## config.mk

```make
export PLATFORM = sky130hd
export DESIGN_NAME = div_seq_ctrl
export DESIGN_NICKNAME = d
export VERILOG_FILES = /design/src/rtl/div_seq_ctrl.sv
export SDC_FILE = /design/constraint.sdc
export NUM_CORES = 1
export LEC_CHECK = 0
export BUFFER_PORTS_ARGS = -buffer_cell sky130_fd_sc_hd__buf_2
export CAP_MARGIN = 20
export CORE_AREA = 2 2 135 137
export CTS_CLUSTER_SIZE = 12
export DETAILED_ROUTE_END_ITERATION = 8
export DIE_AREA = 0 0 137 139
export MAX_ROUTING_LAYER = met4
export PLACE_DENSITY = 0.65
export REMOVE_ABC_BUFFERS = 1
export SLEW_MARGIN = 20
export SYNTH_ARGS = -nofsm -noshare
export SYNTH_HDL_FRONTEND = slang
export SYNTH_SLANG_ARGS = --single-unit
export TNS_END_PERCENT = 50
```

## constraint.sdc

```tcl
create_clock -name clk -period 3.2 [get_ports clk]
set_input_delay 0.48 -clock clk [delete_from_list [all_inputs] [get_ports clk]]
set_output_delay 0.48 -clock clk [all_outputs]
set_load 0.05 [all_outputs]
```

## src/rtl/div_seq_ctrl.sv

```systemverilog
// rtl/div_seq_ctrl.sv - sequencer between EX and the signed/unsigned AXI-stream divider IPs
//
// Holds one divide at a time: latches operands, drives the dividend and divisor
// channels of the selected IP independently, waits for dout and keeps
// quotient/remainder until EX acknowledges. A flush after the IP has taken any
// operand moves to DRAIN, which finishes the owed handshake and swallows the
// result so the IP never falls out of step with the pipeline.
//
// Optional feature macro: DIV_ZERO_FAST_EN
//   defined   : divisor 0 skips the IP; quotient all-ones, remainder = dividend
//   undefined : divisor 0 goes to the IP like any other operand
//
// Ports
//   clk, resetn                       clock, asynchronous active-low reset
//   req_valid/req_signed/req_src1/2   request from EX (dividend src1, divisor src2)
//   req_ready                         idle, request may be accepted
//   flush                             discard current op
//   res_ack                           EX consumed the result
//   done/quotient/remainder           registered result, held until res_ack
//   busy                              not idle
//   cyc_cnt                           cycles from issue to done, saturating
//   ip_dividend/ip_divisor            latched operands, shared by both IPs
//   {s,u}div_dvd_*/{s,u}div_dvs_*     operand channel handshakes
//   {s,u}div_dout_tvalid/tdata        result channel, tdata = {quotient, remainder}

module div_seq_ctrl #(
  parameter int DATA_W = 32,
  parameter int CNT_W  = 8
) (
  input  logic                clk,
  input  logic                resetn,
  input  logic                req_valid,
  input  logic                req_signed,
  input  logic [DATA_W-1:0]   req_src1,
  input  logic [DATA_W-1:0]   req_src2,
  output logic                req_ready,
  input  logic                flush,
  input  logic                res_ack,
  output logic                done,
  output logic [DATA_W-1:0]   quotient,
  output logic [DATA_W-1:0]   remainder,
  output logic                busy,
  output logic [CNT_W-1:0]    cyc_cnt,
  output logic [DATA_W-1:0]   ip_dividend,
  output logic [DATA_W-1:0]   ip_divisor,
  output logic                sdiv_dvd_tvalid,
  output logic                sdiv_dvs_tvalid,
  output logic                udiv_dvd_tvalid,
  output logic                udiv_dvs_tvalid,
  input  logic                sdiv_dvd_tready,
  input  logic                sdiv_dvs_tready,
  input  logic                udiv_dvd_tready,
  input  logic                udiv_dvs_tready,
  input  logic                sdiv_dout_tvalid,
  input  logic [2*DATA_W-1:0] sdiv_dout_tdata,
  input  logic                udiv_dout_tvalid,
  input  logic [2*DATA_W-1:0] udiv_dout_tdata
);

  typedef enum logic [2:0] {
    S_IDLE,
    S_ISSUE,
    S_WAIT,
    S_DONE,
    S_DRAIN
  } state_t;

  state_t state, state_nxt;

  logic sel_signed;
  // A pend flag is set while its channel still owes a handshake to the IP.
  logic dvd_pend, dvs_pend;
  logic dvd_pend_nxt, dvs_pend_nxt;

  logic                dvd_hs, dvs_hs;
  logic                dvd_left, dvs_left;
  logic                dout_v;
  logic [2*DATA_W-1:0] dout_d;
  logic                latch_req, cap_res, fast_zero;

  // Only the IP picked at accept time is looked at; the other one is ignored.
  always_comb begin
    dvd_hs   = dvd_pend & (sel_signed ? sdiv_dvd_tready : udiv_dvd_tready);
    dvs_hs   = dvs_pend & (sel_signed ? sdiv_dvs_tready : udiv_dvs_tready);
    dvd_left = dvd_pend & ~dvd_hs;
    dvs_left = dvs_pend & ~dvs_hs;
    dout_v   = sel_signed ? sdiv_dout_tvalid : udiv_dout_tvalid;
    dout_d   = sel_signed ? sdiv_dout_tdata  : udiv_dout_tdata;
  end

  always_comb begin
    state_nxt    = state;
    dvd_pend_nxt = dvd_left;
    dvs_pend_nxt = dvs_left;
    latch_req    = 1'b0;
    cap_res      = 1'b0;
    fast_zero    = 1'b0;
    case (state)
      S_IDLE: begin
        if (req_valid && !flush) begin
          latch_req    = 1'b1;
          state_nxt    = S_ISSUE;
          dvd_pend_nxt = 1'b1;
          dvs_pend_nxt = 1'b1;
`ifdef DIV_ZERO_FAST_EN
          if (req_src2 == '0) begin
            dvd_pend_nxt = 1'b0;
            dvs_pend_nxt = 1'b0;
          end
`endif
        end
      end
      S_ISSUE: begin
`ifdef DIV_ZERO_FAST_EN
        if (ip_divisor == '0) begin
          if (flush) begin
            state_nxt = S_IDLE;
          end else begin
            fast_zero = 1'b1;
            state_nxt = S_DONE;
          end
        end else
`endif
        if (flush) begin
          // Once the IP has taken either operand it will produce a result,
          // so the other operand must still be delivered and the result drained.
          if (dvd_left && dvs_left && dvd_pend && dvs_pend) begin
            state_nxt    = S_IDLE;
            dvd_pend_nxt = 1'b0;
            dvs_pend_nxt = 1'b0;
          end else begin
            state_nxt = S_DRAIN;
          end
        end else if (!dvd_left && !dvs_left) begin
          state_nxt = S_WAIT;
        end
      end
      S_WAIT: begin
        if (dout_v) begin
          if (flush) begin
            state_nxt = S_IDLE;
          end else begin
            cap_res   = 1'b1;
            state_nxt = S_DONE;
          end
        end else if (flush) begin
          state_nxt = S_DRAIN;
        end
      end
      S_DONE: begin
        if (flush || res_ack) state_nxt = S_IDLE;
      end
      S_DRAIN: begin
        if (dout_v) state_nxt = S_IDLE;
      end
      default: begin
        state_nxt    = S_IDLE;
        dvd_pend_nxt = 1'b0;
        dvs_pend_nxt = 1'b0;
      end
    endcase
  end

  always_ff @(posedge clk or negedge resetn) begin
    if (!resetn) begin
      state       <= S_IDLE;
      sel_signed  <= 1'b0;
      dvd_pend    <= 1'b0;
      dvs_pend    <= 1'b0;
      ip_dividend <= '0;
      ip_divisor  <= '0;
      quotient    <= '0;
      remainder   <= '0;
      cyc_cnt     <= '0;
    end else begin
      state    <= state_nxt;
      dvd_pend <= dvd_pend_nxt;
      dvs_pend <= dvs_pend_nxt;
      if (latch_req) begin
        ip_dividend <= req_src1;
        ip_divisor  <= req_src2;
        sel_signed  <= req_signed;
        cyc_cnt     <= '0;
      end else if ((state == S_ISSUE || state == S_WAIT) && cyc_cnt != '1) begin
        cyc_cnt <= cyc_cnt + {{(CNT_W-1){1'b0}}, 1'b1};
      end
      if (cap_res) begin
        quotient  <= dout_d[2*DATA_W-1:DATA_W];
        remainder <= dout_d[DATA_W-1:0];
      end else if (fast_zero) begin
        quotient  <= '1;
        remainder <= ip_dividend;
      end
    end
  end

  always_comb begin
    req_ready       = (state == S_IDLE);
    busy            = (state != S_IDLE);
    done            = (state == S_DONE);
    sdiv_dvd_tvalid = dvd_pend & sel_signed;
    sdiv_dvs_tvalid = dvs_pend & sel_signed;
    udiv_dvd_tvalid = dvd_pend & ~sel_signed;
    udiv_dvs_tvalid = dvs_pend & ~sel_signed;
  end

endmodule

```

==> metrics.md <==
| Metric | Value |
|---|---|
| Run status | complete, no violations |
| Drt drc | 0 |
| Placed Area | 8090 sq um |
| Final setup viols | 0 |
| Final Core Density | 0.493 |
| # Max-Cap Violations | 0 |
| Std-Cell Rows | 49 |
| Wire length on met3 | 1670 microns |
| Pre-CTS setup slack | 1.05 ns |
| Post_cts resized | 0 |
| H-tree Lvls | 4 |
| Hold/Removal Path Class | input pin to async pin |
| Max Fclk | 447 MHz |
| # Post-CTS Setup Buffers | 0 |
| First-pass GRT wire length | 28200 microns |
| PD cells | 1280 nW/um^2 |
| Critical path, cell by cell | or3_4 -> inv_1 -> buf_2 |
| Register area | 3560 sq um |
| Synth Area in Simple Gates | 0.197 |
| GPL Wtd Cong | 0.793 |
| IO buf count | 346 |
| CTS tree | built |
| Arr. time, crit path | 1.76 ns |
| Complex-gate fraction of the synthesized area | 0.0737 |
| Post-Syn Area | 6180 sq um |
| Max VDD drop | 0.721 mV |
| Cell count of the worst reg-to-reg path | 5 |
| Sequential share of the synthesized area | 0.575 |
| Largest family of logic cells by synthesized area | simple AND/OR/NAND/NOR gates |
| Avg WL per Cell | 15.3 microns |
| # hold bufs at CTS | 0 |
| Final worst slack | 0.962 ns |
| Number of library cell types mapped by synthesis | 41 |
| Critical Setup Path Class | register to output pin |
| Max-Slew Margin vs Limit | 0.542 |
| Max stage delay on crit path | 0.53 ns |
| Total global-route track usage | 0.198 |
| Leakage Power | 4.74 nW |
| Mapped Cells | 638 |
| Critical path's slowest cell | dfrtp_1 |
| Vias | 5598 |
| Core area | 17700 sq um |
| Final setup TNS | 0 ns |
| Total Wirelength | 18600 microns |
| Num Clock Sinks | 142 |
| CP max FO | 13 |
| R2R setup slack | 1.03 ns |
| Vias in the first global route | 5507 |
| Iteration-0 DRC Markers | 183 |
| Fin crit share | 0.699 |
| Total CTS buffers | 17 |
| Final Critical Period | 2.24 ns |
| Top FF cell, synth | dfrtp_1 |
| Worst-path clk slew | 0.06 ns |
| Area Growth Syn to Fin | 40.9% |
| Final Hold Vio Count | 0 |
| RSZ-0062 raised after global routing | no |
| Die width | 137 microns |
| Worst setup EP type | output pin |
| Clock buffer depth | 2 |
| GRT Residual Overflow | 0 |
| TritonRoute pass-1 iters | 4 |
| Met1 WL | 7680 microns |
| Vias per cell | 4.62 |
| Worst skew pair latency | 0.41 ns |
| Top sig layer | met4 |
| Reg2reg start | state[2] |
| Flops & latches, synth | 142 |
| Share of cells above drive strength 1 | 0.397 |
| Number of fill cells | 1715 |
| Post-route ant nets | 0 |
| Post-synth EDFFs | 0 |
| Yosys warns | 0 |
| Post-Synth XOR/XNOR Area | 0.00284 |
| Post-synthesis mux area share | 0.112 |
| Initial Util | 0.350 |
| Ys async rst share | 1.00 |
| Worst Path Required | 2.72 ns |
| Clock Skews | 0.00517 ns |
| Worst-margin pin slew | 0.687 ns |
| Setup crit start | state[2] |
| IO Pins | 347 |
| Initial antenna violation count | 2 |
| Final Cell Area | 8710 sq um |
| Max-slew violation count | 0 |
| Post-Synth Adder-Cell Area | 0.00203 |
| Post-layout power | 11.1 mW |
| Met2 Wirelength | 9020 microns |
| Die H | 139 microns |
| Largest net degree at the start of global routing | 129 |
| Multi-input logic area | 2410 sq um |
| Root Driver | clkbuf_16 |
| Setup crit start kind | register |
| Post-layout nets | 1174 |
| Syn Area/Cell | 9.68 sq um |
| R2R Path End | ip_divisor[13] |
| Hpwl dp | 13400 microns |
| Die ar. | 19000 sq um |
==> registers in the layout, summed over array words and instances, names as in the netlist <==
name	flops
ip_dividend	32
ip_divisor	32
quotient	32
remainder	32
cyc_cnt	8
state	3
dvd_pend	1
dvs_pend	1
sel_signed	1
==> routing by layer <==
metal	vias to the layer above	GRT usage
met5	-	-
met4	0	0.0559
met3	11	0.0632
met2	230	0.312
met1	2586	0.243
li1	2771	-
==> worst max-delay path by stage <==
| stage | cells past startpoint | slack [ns] | to |
|---|---|---|---|
| 2_1_floorplan | 3 | -5.22 | quotient[0] |
| 3_3_place_gp | 5 | 1.09 | ip_dividend[30] |
| 3_5_place_dp | 5 | 1.05 | ip_dividend[12] |
| 4_1_cts | 3 | 0.94 | req_ready |
| 5_1_grt | 5 | 0.83 | ip_divisor[27] |
| 6_report | 3 | 0.96 | req_ready |
==> worst max-delay path: cells and delay by family, from the launching register on <==
family,cells,cell delay [ns]
flip-flops,1,0.53
AND/OR/NAND/NOR,1,0.47
buffers and inverters,2,0.34
==> cell usage in the layout, fill, tap and decap left out, drive strengths merged, types with 2 or more instances in the layout <==
| cell type | instances |
|---|---|
| nor3 | 2 |
| nand3b | 3 |
| inv | 5 |
| a221oi | 2 |
| dfrtp | 142 |
| clkbuf | 17 |
| o31ai | 2 |
| a21oi | 64 |
| nor2b | 2 |
| nand2b | 3 |
| o211ai | 2 |
| clkinvlp | 3 |
| diode | 2 |
| bufinv | 3 |
| o21a | 2 |
| clkinv | 6 |
| nand3 | 4 |
| nand2 | 202 |
| mux2i | 69 |
| and2 | 2 |
| buf | 353 |
| o211a | 2 |
| nor4 | 5 |
| and3 | 2 |
| nor2 | 68 |
| nor3b | 3 |
==> logic make-up (layout without fill, tap and decap cells) <==
family / count (synthesis) / count (layout)
compound gates: 81 / 81
fa+ha+maj: 1 / 1
xor+xnor: 2 / 2
buf+inv: 43 / 387
mux: 69 / 69
simple gates: 300 / 300
other cells: 0 / 2
flops: 142 / 142
==> power breakdown <==
part	total, mW	leakage, nW	switching (mW)	internal [mW]
Clock	2.06	0.290	0.826	1.24
Sequential	3.19	1.74	0.541	2.64
Combinational	5.88	2.71	4.46	1.42
Total	11.1	4.74	5.83	5.30
==> synthesized netlist by cell type, types with 3 or more instances <==
cell,number,area share
nand2_1,202,0.12
dfrtp_1,142,0.58
mux2i_1,69,0.11
nor2_1,68,0.041
a21oi_1,64,0.052
buf_2,30,0.024
clkbuf_1,5,0.0030
nand3_1,4,0.0032
nor4_1,4,0.0040
buf_6,3,0.0055
nand2b_1,3,0.0030
nand3b_1,3,0.0036
==> final cells by class <==
cell class	instances	area share
Inverter	2	0.000862
Antenna cell	2	0.000575
Tap cell	229	0.0329
Sequential cell	142	0.408
Timing Repair Buffer	353	0.210
Clock inverter	15	0.0216
Multi-Input combinational cell	453	0.277
Clock buffer	17	0.0489
==> per-stage QoR <==
stage	instances	hold WS (ns)
finish	1213	0.0713
global route	1213	0.104
CTS	1211	0.0780
detailed placement	1179	0.456
global placement	1179	0.453
floorplan	597	0.184
Note: power is estimated with default switching activity, not from simulation.
